$ cat config.mk
export PLATFORM = sky130hd
export DESIGN_NAME = elastic_pipe_reg
export DESIGN_NICKNAME = d
export VERILOG_FILES = /design/src/rtl/elastic_pipe_reg_pkg.sv /design/src/rtl/pipe_slot.sv /design/src/rtl/elastic_pipe_reg.sv
export SDC_FILE = /design/constraint.sdc
export NUM_CORES = 1
export LEC_CHECK = 0
export BUFFER_PORTS_ARGS = -buffer_cell sky130_fd_sc_hd__buf_2
export CAP_MARGIN = 20
export CORE_UTILIZATION = 49
export CTS_CLUSTER_SIZE = 16
export DETAILED_ROUTE_END_ITERATION = 10
export PLACE_DENSITY = 0.89
export REMOVE_ABC_BUFFERS = 1
export SLEW_MARGIN = 20
export SYNTH_ARGS = -nofsm -noshare
export SYNTH_HDL_FRONTEND = slang
export SYNTH_SLANG_ARGS = --single-unit
$ cat constraint.sdc
create_clock -name clk -period 3.6 [get_ports clk]
set_clock_uncertainty 0.15 [all_clocks]
set_input_delay 0.54 -clock clk [delete_from_list [all_inputs] [get_ports clk]]
set_output_delay 0.54 -clock clk [all_outputs]
set_load 0.005 [all_outputs]
$ cat src/rtl/elastic_pipe_reg_pkg.sv
// Shared definitions for the elastic pipeline register.
//   PIPE_DEFAULT_WIDTH : default payload width of a slot.
//   clog2()            : ceiling log2, used to size the occupancy count.
package elastic_pipe_reg_pkg;

    localparam int unsigned PIPE_DEFAULT_WIDTH = 32;

    // Smallest r such that 2**r >= n.
    function automatic int unsigned clog2(input int unsigned n);
        int unsigned r;
        r = 0;
        for (int unsigned k = 0; k < 32; k++) begin
            if ((64'd1 << r) < 64'(n)) begin
                r = r + 1;
            end
        end
        return r;
    endfunction

endpackage

$ cat src/rtl/pipe_slot.sv
// One register slot of the elastic pipeline: a valid bit plus a data word.
// Ports:
//   clk, rst           : clock, synchronous active-high reset (clears valid and data)
//   load               : capture valid_in this cycle
//   valid_in, data_in  : incoming valid/payload
//   valid_q, data_q    : registered valid/payload
// Data is written only when the incoming word is valid, so a bubble passing
// through (including a flush, which loads valid_in=0) leaves stale data alone.
module pipe_slot
    import elastic_pipe_reg_pkg::*;
#(
    parameter int unsigned WIDTH = PIPE_DEFAULT_WIDTH
) (
    input  logic             clk,
    input  logic             rst,
    input  logic             load,
    input  logic             valid_in,
    input  logic [WIDTH-1:0] data_in,
    output logic             valid_q,
    output logic [WIDTH-1:0] data_q
);

    always_ff @(posedge clk) begin
        if (rst) begin
            valid_q <= 1'b0;
            data_q  <= '0;
        end else if (load) begin
            valid_q <= valid_in;
            if (valid_in) begin
                data_q <= data_in;
            end
        end
    end

endmodule

$ cat src/rtl/elastic_pipe_reg.sv
// Elastic pipeline register: DEPTH slots of WIDTH bits with valid/ready on
// both ends, bubble collapsing, freeze (hazard stall), flush (squash) and a
// registered occupancy count.
// Ports:
//   clk, rst                       : clock, synchronous active-high reset
//   freeze                         : hold all state, block input and output
//   flush                          : invalidate all slots on the next edge
//   in_valid, in_ready, in_data    : upstream handshake
//   out_valid, out_ready, out_data : downstream handshake (registered outputs)
//   occupancy                      : number of valid slots (registered)
module elastic_pipe_reg
    import elastic_pipe_reg_pkg::*;
#(
    parameter int unsigned WIDTH = PIPE_DEFAULT_WIDTH,
    parameter int unsigned DEPTH = 1,
    parameter int unsigned CW    = clog2(DEPTH + 1)
) (
    input  logic             clk,
    input  logic             rst,
    input  logic             freeze,
    input  logic             flush,
    input  logic             in_valid,
    output logic             in_ready,
    input  logic [WIDTH-1:0] in_data,
    output logic             out_valid,
    input  logic             out_ready,
    output logic [WIDTH-1:0] out_data,
    output logic [CW-1:0]    occupancy
);

    logic [DEPTH-1:0] v;
    logic [WIDTH-1:0] d [DEPTH];
    logic [DEPTH:0]   r;
    logic [DEPTH-1:0] load;
    logic             in_fire;
    logic             out_fire;
    logic [CW-1:0]    occ_q, occ_d;

    // Ready ripples from the output back to slot 0: a slot can take a word if
    // it is empty or its own word is moving on this cycle.
    always_comb begin
        r        = '0;
        r[DEPTH] = out_ready;
        for (int i = int'(DEPTH) - 1; i >= 0; i--) begin
            r[i] = !v[i] || r[i+1];
        end
    end

    // A flush loads a bubble into every slot, clearing valids but keeping data.
    always_comb begin
        for (int i = 0; i < int'(DEPTH); i++) begin
            load[i] = flush || (r[i] && !freeze);
        end
    end

    for (genvar i = 0; i < DEPTH; i++) begin : g_slot
        logic             vin;
        logic [WIDTH-1:0] din;

        if (i == 0) begin : g_head
            assign vin = in_valid;
            assign din = in_data;
        end else begin : g_body
            assign vin = v[i-1];
            assign din = d[i-1];
        end

        pipe_slot #(
            .WIDTH(WIDTH)
        ) u_slot (
            .clk     (clk),
            .rst     (rst),
            .load    (load[i]),
            .valid_in(vin && !flush),
            .data_in (din),
            .valid_q (v[i]),
            .data_q  (d[i])
        );
    end

    assign in_ready  = r[0] && !freeze && !flush && !rst;
    assign out_valid = v[DEPTH-1];
    assign out_data  = d[DEPTH-1];

    assign in_fire  = in_valid && in_ready;
    assign out_fire = out_valid && out_ready && !freeze && !flush;

    always_comb begin
        occ_d = occ_q + CW'(in_fire) - CW'(out_fire);
        if (flush) begin
            occ_d = '0;
        end
    end

    always_ff @(posedge clk) begin
        if (rst) begin
            occ_q <= '0;
        end else begin
            occ_q <= occ_d;
        end
    end

    assign occupancy = occ_q;

endmodule

## Word level (Yosys, flattened, before mapping)

Index checks and enable logic that the tools add are counted.

| storage, ports and cells | value |
|---|---|
| register bits after elaboration | 34 |
| input bits | 38 |
| output and inout bits | 35 |
| logic and storage cells | 21 |

| operators by class | value |
|---|---|
| add/sub/neg operators | 2 |
| reduce and logical (&&, ||, !) cells | 16 |

Operator list:

| cell | count |
|---|---|
| logical AND 1 bit | 8 |
| logical NOT 1 bit | 4 |
| logical OR 1 bit | 2 |
| AND reduction 2 bit | 1 |
| OR reduction 2 bit | 1 |
| adder 1 bit | 1 |
| subtractor 1 bit | 1 |

## Depth between registers and ports, before layout

| logic depth | value |
|---|---|
| word-level depth | 8 |
| mapped depth | 4 |
| gate-level depth less buffers | 3 |

## By module

A second synthesis with hierarchy kept.

| unflattened totals | value |
|---|---|
| cells, all modules | 163 |
| area total of the unflattened synthesis | 1630.3 um^2 |

Modules (own cells, without submodules):

| module | times used | cells each | area an instance (um^2) | sequential area each (um^2) |
|---|---|---|---|---|
| pipe_slot | 1 | 149 | 1522.7 | 660.6 |
| elastic_pipe_reg | 1 | 14 | 107.6 | 20.0 |

## Worst setup path before layout

No wires, ideal clock.

| timing | value |
|---|---|
| path kind | input port to output port |
| start | input rst |
| end | output in_ready |
| arrival time | 958 ps |
| data required time | 2910 ps |
| slack | 1952 ps |
| cell stages on the path | 2 |
| path buffers | 1 |
| cells stage by stage | clkbuf_1 > nor4_1 |

| on the way | value |
|---|---|
| cells in the longest elaborated chain, start to end | 2 |

RTL lines:

| element | line | source |
|---|---|---|
| from (decl) | elastic_pipe_reg.sv:19 | `input logic rst,` |
| logical NOT 1 bit | elastic_pipe_reg.sv:81 | `assign in_ready = r[0] && !freeze && !flush && !rst;` |
| logical AND 1 bit | elastic_pipe_reg.sv:81 |  |
| to (decl) | elastic_pipe_reg.sv:23 | `output logic in_ready,` |

No other way between the ends.

## Final worst setup path

Ends and elaborated chain as after synthesis.

==> results by group <==
Critical path
  – End of the worst register-to-register path: g_slot[0].u_slot.data_q[13]
  – Critical Path Start: rst
  – Critical path capture point type: output port
  – Largest stage delay, worst path: 570 ps
  – Worst Reg2Reg Path Length in Cells: 4
  – Type of the worst setup path: primary input to output port
  – Reg2reg start: g_slot[0].u_slot.valid_q
  – Maximum fanout encountered on the critical timing path: 67
  – Critical path cell sequence: buf_2, nor4_1, buf_2
  – Flop-to-flop setup slack: 2140 ps
  – Critical path capture point: in_ready
  – Slowest stage cell, crit path: sky130_fd_sc_hd__buf_2
  – Endpoint required time on the critical path: 2910 ps
  – Data arrival, critical path: 1370 ps
  – Sort of element at the start of the critical path: primary input
  – Dominant cell type by count on the critical path: sky130_fd_sc_hd__buf_2

Synthesis
  – Area leader, netlist: sky130_fd_sc_hd__dfxtp_1
  – Unique masters post-synth: 16
  – Synth Instances: 154
  – Synth cell count leaders: 64 x sky130_fd_sc_hd__nand2b_1, 34 x sky130_fd_sc_hd__dfxtp_1, 33 x sky130_fd_sc_hd__mux2i_1
  – Count of flip-flops with a built-in enable after synthesis: 0
  – Top flip-flop cell by instance count after synthesis: sky130_fd_sc_hd__dfxtp_1
  – FFs w/ async S/R, synth: 0%
  – Synthesized area divided by synthesized cell count: 10.3 um^2
  – Most frequently used cell type in the post-synthesis netlist: sky130_fd_sc_hd__nand2b_1
  – Sequential fraction of the synthesis area: 43.1%
  – Top area cells in the synthesized netlist: sky130_fd_sc_hd__dfxtp_1 43%, sky130_fd_sc_hd__nand2b_1 25%, sky130_fd_sc_hd__mux2i_1 21%
  – Post-Syn Area: 1580 um^2
  – Total of flip-flops plus latches after synthesis: 34
  – Yosys top cell area share: 43.1%
  – Count of yosys warnings during synthesis: 0

CTS
  – Clock latency of the later-clocked register in the worst-skew pair: 320 ps
  – Number of buffers between clock root and the deepest sink: 2
  – Number of hold buffers added after CTS: 0
  – Clock sink count: 34
  – Number of CTS-inserted buffers: 5
  – TritonCTS clock tree: done
  – Root cell of the clock tree: sky130_fd_sc_hd__clkbuf_4
  – CTS resizes: 0
  – Post-CTS setup buffer count: 0
  – Worst-path clk slew: 90 ps
  – Total number of H-tree levels: 2

Worst hold path
  – Hold Path Class: primary input to flop
  – Hold path startpoint: in_data[9]
  – Cell depth of the worst min-delay path: 3

Global route
  – Total global routing track utilization: 17.4%
  – Global-route wire length before repair: 4470 um
  – Total grt overflow: 0
  – Vias in the first global route: 1052
  – Largest net degree at the start of global routing: 68
  – Antenna violations before repair: 0

Floorplanning
  – Die footprint: 3450 um^2
  – Ports: 73
  – Core area: 3050 um^2
  – Initial Util: 51.7%
  – Std cell rows: 20
  – Die outline height: 58.8 um
  – Floorplan die width: 58.8 um

Cells and area
  – Fillcell total: 273
  – Final layout net count: 263
  – Fraction of final layout cells with drive strength greater than 1: 36.4%
  – Post-synthesis to final-layout area growth: 25.6%
  – Post-Layout Inst Area: 1980 um^2
  – Diode insertion count for antenna repair: 0

Status
  – Outcome: finished clean

STA
  – Fmax: 0.485 GHz
  – RSZ-0062 raised after global routing: false
  – Number of slew-limit violations in the final report: 0
  – Slew at the pin closest to its max-slew limit: 741 ps
  – Worst relative slew slack: 50.6%
  – Tcrit/Tclk final: 57.3%
  – Count of final setup violators: 0
  – Shortest period the worst path allows: 2060 ps
  – Number of endpoints with negative hold slack in the final report: 0
  – Total Negative Setup Slacks: 0 ps

Pwr
  – Pwr Density: 340 nW/um^2
  – Net switching power of the design: 0.159 mW
  – Clock group share of total power: 27.7%
  – Sequential power share: 58.7%
  – Share of total power in combinational logic: 13.6%
  – Net switching fraction of the power: 23.6%
  – Leakage power summed over all cells: 0.897 nW
  – Internal power component: 0.515 mW
  – Worst IR Drop VDD: 0.000180 V

Routing
  – Number of DRC violations after detailed routing: 0
  – Total wire length: 2850 um
  – Remaining number of nets flagged by the antenna check after routing: 0
  – Post-DR vias/cell: 4.59
  – Number of detailed-route iterations in the first pass: 3
  – Mean routed wirelength per cell: 10.6 um
  – 1st-iter DRT viols: 30
  – Overall via count from detail_route: 1235

Placed design
  – Port Buf Inserts: 72
  – Placed Area: 1940 um^2
  – Hpwl dp: 2070 um
  – Placer's final routability congestion estimate: 0.709

Job
  – Max capacitance violation total: 0
==> routing by layer <==
layer  GRT usage [%]  wire length [um]  vias to the layer above
met3            6.59               197                        7
met4            8.84                61                        0
met1            19.8              1290                      547
li1                -                 -                      638
met2            28.4              1300                       43
met5               0                 0                        -
==> area by class of cell <==
class,count,area (um^2),share of cell area (%)
flip-flops and latches,34,681,34.3
inverters,1,3.75,0.189
repair buffers,74,375,18.9
clock buffers,7,45.0,2.27
well taps,44,55.1,2.78
multi-input cells,109,823,41.5
==> worst min path at each step <==
stage,slack [ps],endpoint
CTS,300,g_slot[0].u_slot.data_q[21]
detailed placement,310,g_slot[0].u_slot.data_q[27]
floorplan,310,occupancy
finish,310,g_slot[0].u_slot.data_q[9]
global route,290,g_slot[0].u_slot.data_q[21]
global placement,310,g_slot[0].u_slot.data_q[26]
==> flip-flops by register name, indices dropped and copies added (netlist names) <==
name                   cells
g_slot.u_slot.data_q      32
g_slot.u_slot.valid_q      1
occupancy                  1
==> logic make-up (layout without fill, tap and decap cells) <==
family	Yosys count	after routing	share of synthesized area [%]
compound gates	3	3	1.35
buf+inv	11	82	4.75
simple gates	73	73	29.9
flops	34	34	43.1
mux	33	33	20.9
==> power by group through the flow <==
stage,combinational (mW),clock (mW),sequential (mW)
after global placement,0.0910,0,0.404
after floorplan,0.0439,0,0.406
final,0.0918,0.187,0.396
after detailed placement,0.0927,0,0.404
after CTS,0.0931,0.194,0.396
after global routing,0.101,0.213,0.397
==> layout by cell type (no fill, tap or decap), types with 2 or more instances in the layout <==
cell type and count:
sky130_fd_sc_hd__buf_2 72, sky130_fd_sc_hd__nand2b_1 64, sky130_fd_sc_hd__dfxtp_1 34, sky130_fd_sc_hd__mux2i_1 33
sky130_fd_sc_hd__clkbuf_4 5, sky130_fd_sc_hd__nor2_1 3, sky130_fd_sc_hd__clkbuf_1 2, sky130_fd_sc_hd__buf_4 2
==> stage by stage <==
step                      std cells  worst slack [ps]  utilization [%]  hold slack [ps]  power (mW)
final                           269              1540             65.0              310       0.674
after floorplan                 144              1340                -              312       0.450
after detailed placement        262              1530             63.5              311       0.497
after global placement          262              1540             63.5              306       0.495
after CTS                       269              1520             65.0              301       0.683
after global routing            269              1420             65.0              293       0.712
==> worst max-delay path, delay by kind of cell <==
kind / cells / cell delay (ps)
buf+inv: 2 / 730
simple gates: 1 / 100
(Power assumes the default switching activity.)
